<file path="src/rtl/sd_data_tx.sv">
// sd_data_tx: SD 4-bit wide-bus write-data transmitter (start, 1024 nibbles, per-line CRC16, end bit), then status token and busy wait.
// Latency: istart -> start bit next cycle, first data nibble 2 cycles after istart, END at +1042, bus released at +1043.
// Backpressure: none on the RAM side (fixed 1-cycle read); waits on DAT0 for token/busy. Optional SD_DATA_TX_TIMEOUT_EN bounds the wait.
module sd_data_tx #(
  parameter int NIBBLES = 1024,
  parameter int ADDR_W  = 10
`ifdef SD_DATA_TX_TIMEOUT_EN
  , parameter int TIMEOUT_CYCLES = 1048576
`endif
) (
  input  logic              iclk,
  input  logic              irst,
  input  logic              istart,
  output logic [ADDR_W-1:0] oaddr,
  input  logic [3:0]        irdata,
  input  logic              idata0_sd,
  output logic [3:0]        odata_sd,
  output logic              odata_sd_en,
  output logic              obusy,
  output logic              odone,
  output logic              ocrc_err
);

  typedef enum logic [3:0] {
    S_IDLE, S_START, S_DATA, S_CRC, S_END, S_TURN, S_STAT, S_BUSY, S_DONE
  } state_t;

  state_t            state;
  logic [ADDR_W-1:0] cnt;
  logic [3:0][15:0]  crc;
  logic [3:0][15:0]  crc_upd;
  logic [3:0][15:0]  crc_shl;
  logic [3:0]        crc_msb;
  logic [2:0]        status;
`ifdef SD_DATA_TX_TIMEOUT_EN
  logic [31:0]       tcnt;
`endif

  // CRC16-CCITT (x^16+x^12+x^5+1), MSB-first, one bit per line per cycle
  function automatic logic [15:0] crc16_step(input logic [15:0] c, input logic b);
    crc16_step = {c[14:0], 1'b0} ^ ({16{c[15] ^ b}} & 16'h1021);
  endfunction

  // Next CRC per line for the nibble being captured, plus the serialising shift
  always_comb begin
    crc_upd = '0;
    crc_shl = '0;
    crc_msb = '0;
    for (int i = 0; i < 4; i++) begin
      crc_upd[i] = crc16_step(crc[i], irdata[i]);
      crc_shl[i] = {crc[i][14:0], 1'b0};
      crc_msb[i] = crc[i][15];
    end
  end

  // Transfer sequencer; state names the phase currently on the bus, outputs are registered
  always_ff @(posedge iclk or posedge irst) begin
    if (irst) begin
      state       <= S_IDLE;
      cnt         <= '0;
      crc         <= '0;
      status      <= '0;
      oaddr       <= '0;
      odata_sd    <= 4'hF;
      odata_sd_en <= 1'b0;
      obusy       <= 1'b0;
      odone       <= 1'b0;
      ocrc_err    <= 1'b0;
`ifdef SD_DATA_TX_TIMEOUT_EN
      tcnt        <= '0;
`endif
    end else begin
      odone <= 1'b0;
      case (state)
        S_IDLE: begin
          if (istart) begin
            state       <= S_START;
            odata_sd_en <= 1'b1;
            odata_sd    <= 4'b0000;
            oaddr       <= ADDR_W'(1);
            obusy       <= 1'b1;
            ocrc_err    <= 1'b0;
            crc         <= '0;
          end
        end
        S_START: begin
          // nibble 0 is on irdata now (address 0 was held throughout IDLE)
          odata_sd <= irdata;
          crc      <= crc_upd;
          oaddr    <= oaddr + 1'b1;
          cnt      <= '0;
          state    <= S_DATA;
        end
        S_DATA: begin
          if (cnt == ADDR_W'(NIBBLES - 1)) begin
            odata_sd <= crc_msb;
            crc      <= crc_shl;
            oaddr    <= '0;
            cnt      <= '0;
            state    <= S_CRC;
          end else begin
            odata_sd <= irdata;
            crc      <= crc_upd;
            oaddr    <= oaddr + 1'b1;
            cnt      <= cnt + 1'b1;
          end
        end
        S_CRC: begin
          if (cnt[3:0] == 4'd15) begin
            odata_sd <= 4'hF;
            cnt      <= '0;
            state    <= S_END;
          end else begin
            odata_sd <= crc_msb;
            crc      <= crc_shl;
            cnt      <= cnt + 1'b1;
          end
        end
        S_END: begin
          odata_sd_en <= 1'b0;
          odata_sd    <= 4'hF;
          state       <= S_TURN;
        end
        S_TURN: begin
          cnt   <= '0;
          state <= S_STAT;
`ifdef SD_DATA_TX_TIMEOUT_EN
          tcnt  <= '0;
`endif
        end
        S_STAT: begin
          // cnt 0: hunt start bit; 1..3: status bits; 4: end bit
          if (cnt[2:0] == 3'd0) begin
            if (!idata0_sd) cnt <= ADDR_W'(1);
          end else if (cnt[2:0] != 3'd4) begin
            status <= {status[1:0], idata0_sd};
            cnt    <= cnt + 1'b1;
          end else begin
            ocrc_err <= (status != 3'b010);
            cnt      <= '0;
            state    <= S_BUSY;
          end
        end
        S_BUSY: begin
          if (idata0_sd) begin
            state <= S_DONE;
            odone <= 1'b1;
          end
        end
        S_DONE: begin
          obusy <= 1'b0;
          state <= S_IDLE;
        end
        default: state <= S_IDLE;
      endcase
`ifdef SD_DATA_TX_TIMEOUT_EN
      // Bound the STAT+BUSY wait; a start bit or busy release on the limit cycle wins
      if (state == S_STAT || state == S_BUSY) begin
        tcnt <= tcnt + 1'b1;
        if (tcnt == 32'(TIMEOUT_CYCLES - 1) &&
            !(state == S_STAT && cnt[2:0] == 3'd0 && !idata0_sd) &&
            !(state == S_BUSY && idata0_sd)) begin
          state    <= S_DONE;
          ocrc_err <= 1'b1;
          odone    <= 1'b1;
        end
      end
`endif
    end
  end

endmodule

</file>
<file path="config.mk">
export PLATFORM = sky130hd
export DESIGN_NAME = sd_data_tx
export DESIGN_NICKNAME = d
export VERILOG_FILES = /design/src/rtl/sd_data_tx.sv
export SDC_FILE = /design/constraint.sdc
export NUM_CORES = 1
export LEC_CHECK = 0
export CAP_MARGIN = 30
export CORE_MARGIN = 3
export CORE_UTILIZATION = 32
export CTS_CLUSTER_DIAMETER = 120
export DETAILED_ROUTE_END_ITERATION = 8
export PLACE_DENSITY_LB_ADDON = 0.12
export SLEW_MARGIN = 0
export SYNTH_ARGS = -nofsm -noshare
export SYNTH_HDL_FRONTEND = slang
export SYNTH_SLANG_ARGS = --single-unit
</file>
<file path="constraint.sdc">
create_clock -name iclk -period 3.7 [get_ports iclk]
set_input_delay 0.37 -clock iclk [delete_from_list [all_inputs] [get_ports iclk]]
set_output_delay 0.37 -clock iclk [all_outputs]
set_load 0.03 [all_outputs]
</file>
==> impl_results.md <==
* Number of max-slew violations in the final report at 0
* Leading cell types by total area after synthesis: sky130_fd_sc_hd__dfrtp_1 53%, sky130_fd_sc_hd__a22o_1 12%, sky130_fd_sc_hd__nand2_1 3.0%
* Number of buffers between clock root and the deepest sink at 2
* IO Count at 26
* Post-layout total power at 4.998 mW
* Reg2Reg Depth at 6
* Most used DFF post-synth: sky130_fd_sc_hd__dfrtp_1
* Gate count after technology mapping at 401
* Total placed cells including tap cells at 585
* Crit Reg-Reg Endpoint: crc[37]
* Effective utilization at floorplan at 0.3318
* Total cell area at the placement stage at 0.004922 mm^2
* Worst-margin pin slew at 0.9193 ns
* Synth cell types at 53
* Cell taking the most area after synthesis: sky130_fd_sc_hd__dfrtp_1
* Global-route wire length before repair at 16,780 um
* Cell-by-cell trace of the critical path: ha_1, nand3_1, a2111oi_0, or2_1, o211ai_1, a32o_1
* Maximum level of the CTS H-tree at 3
* Post-Syn Nets at 413
* Status: finished, final reports clean
* Number of stages on the worst setup path at 6
* Arrival time at the worst endpoint at 2.99 ns
* Total wire length after detailed routing at 10,040 um
* Timing-limited maximum frequency at 363.2 MHz
* Part of the cycle the worst path needs at 0.7442
* Crit. End Element: register
* Worst Setup SP: cnt[0]
* Post-layout worst setup margin at 0.9466 ns
* Buffer type at the clock tree root: sky130_fd_sc_hd__clkbuf_16
* Number of vias per cell at 5.285
* Relative slew slack at 0.3825
* Synth Register Bits at 99
* Number of gates resized after CTS at 0
* Number of antenna violations at the first check in global routing at 0
* Startpoint of the lowest-slack register-to-register path: cnt[0]
* Clock-pin slew of the registers on the worst-case setup and hold paths at 0.07 ns
* Cell area power density at 956.2 mW/mm^2
* Share of the core filled with cells at 0.3900
* Number of buffers and inverters on the critical path at 0
* Max capacitance violation total at 0
* Fraction of registers with async set/reset at 1.000
* Number of CTS-inserted buffers at 9
* Detailed-routing iteration count for the pre-antenna-repair pass at 4
* Required time reported for the critical path endpoint at 3.94 ns
* Count of unresolved DRC violations after routing at 0
* Max VDD drop at 0.3399 mV
* Post-route standard cell area excluding fillers at 0.005226 mm^2
* Total setup violations reported at the end of the flow at 0
* Clk sinks at 99
* Number of global-route vias before repair at 3,099
* Worst Setup Slack post-DPL at 0.8697 ns
* Fin Setup TNS at 0 ns
* Endpoint of the worst setup timing path: crc[37]
* TritonCTS clock tree: built
* Shortest period the worst path allows at 2.753 ns
* Largest incremental delay on the critical path at 0.64 ns
* Synth-to-layout area growth at 17.53%
* Highest net fanout along the worst path at 15
* Unrepaired setup endpoints after global routing: false
* Share of layout cells above drive strength 1 at 0.1106
* Mean area per synthesized cell at 11.09 um^2
* X dimension of the die at 123.9 um
* Most numerous cell types in the synthesized netlist: 95 x sky130_fd_sc_hd__dfrtp_1, 59 x sky130_fd_sc_hd__a22o_1, 36 x sky130_fd_sc_hd__nand2_1
* GRT overflow at 0
* Maximum number of pins on one net before global-route repair at 84
* Placeable Area at 0.01340 mm^2
* Worst setup path category: register to register
* Die area at 0.01535 mm^2
* Diode count at 0
* Worst hold slack at 0.3148 ns
* Slowest-stage cell, CP: sky130_fd_sc_hd__a2111oi_0
* Number of synthesized flops with an enable pin at 0
* Most repeated cell in the gate-level netlist after synthesis: sky130_fd_sc_hd__dfrtp_1
* Tot GR Track Use at 0.1417
* R2r setup slk at 0.95 ns
* Part of the Yosys area used for sequential elements at 0.5582
* Die Span Y at 123.9 um
* Clock network latency to the later pin of the worst-skew pair at 0.35 ns
* Fraction of post-synthesis cell area in the top cell type by area at 0.5346
* P_leak at 2.309 nW
* Number of setup buffers added after CTS at 0
* Mean routed wirelength per cell at 16.70 um
* CP top delay family: compound AO/OA/AOI/OAI gates
* Half-perimeter wire length after placement at 6558 um
* Count of antenna-violating nets left after detailed routing at 0
* Hold Fails Final Rpt at 0
* Hold Path Class: input pin to asynchronous set/reset pin
* Yosys warning count at 0
* Layout net count at 432
* Critical path startpoint category: register
* Post-route non-filler standard cell count at 601
* Vias after detailed routing at 3,176
* # hold bufs at CTS at 0
* DRC violation total after the first TritonRoute iteration at 266
* Row count at 42
* Worst-case clock skew at 0.008760 ns
* Final GP Congestion at 0.7715
* Combined area of all synthesized cells at 0.004447 mm^2
* Port bufs at 25
per-layer routing:
layer  global-route usage  routed length [um]  part of all wire
met5                    0                   0                 0
met4              0.06436                 204             0.020
met3              0.02543                 272             0.027
met2               0.1974                4306              0.43
met1               0.2127                5253              0.52
worst min-delay path by stage:
stage,startpoint,endpoint,depth (start not counted)
after floorplan,crc[0],crc[0],2
after global placement,crc[60],crc[61],1
after detailed placement,crc[49],crc[50],1
after CTS,irst,cnt[9],2
after global routing,irst,cnt[9],2
final,irst,cnt[9],2
where the power goes:
part	total (mW)	switching, mW	internal, mW
Combinational	2.19	1.22	0.966
Sequential	1.85	0.336	1.51
Clock	0.961	0.415	0.547
worst reg2reg max path, cell delays in order (launching register included):
cell                        delay, ns
sky130_fd_sc_hd__dfrtp_1         0.41
sky130_fd_sc_hd__ha_1            0.22
sky130_fd_sc_hd__nand3_1         0.40
sky130_fd_sc_hd__a2111oi_0       0.64
sky130_fd_sc_hd__or2_1           0.51
sky130_fd_sc_hd__o211ai_1        0.18
sky130_fd_sc_hd__a32o_1          0.29
cell type report:
type / instances / area, um^2
timing repair buffer: 34 / 354.1
inverter: 9 / 36.28
clock inverter: 5 / 61.31
fill: 1319 / 8174
clock buffer: 11 / 242.7
sequential: 99 / 2482
tap: 176 / 220.2
multi-input combinational: 267 / 1829
registers in the layout (all words and copies together), names as in the netlist:
name         count
obusy            1
oaddr           10
state            4
odata_sd         4
status           3
odone            1
cnt             10
odata_sd_en      1
ocrc_err         1
crc             64
logic make-up (layout without fill, tap and decap cells):
family / Yosys count / count (layout) / share of synthesized area
DFF: 99 / 99 / 0.5582
xor gates and xnor gates: 9 / 9 / 0.01773
adders and majority gates: 4 / 4 / 0.01126
muxes: 5 / 5 / 0.01238
and+or+nand+nor: 119 / 119 / 0.1356
AOI/OAI and AO/OA: 130 / 130 / 0.2307
buffers and inverters: 35 / 59 / 0.03404
placed cells by master (no fill, tap or decap), drive strengths merged, types with 5 or more instances in the layout:
cell type and count:
o31ai 5, nor3 10, or3 8, or2 6, inv 10, o21ai 12
a21oi 16, clkdlybuf4s50 25, nand3 14, buf 9, xnor2 5, a22o 59
nand4 6, nor2 25, clkbuf 11, o211ai 7, dfrtp 95, a21o 8
nand2 36
No activity file was read; power rests on OpenSTA's default activity.
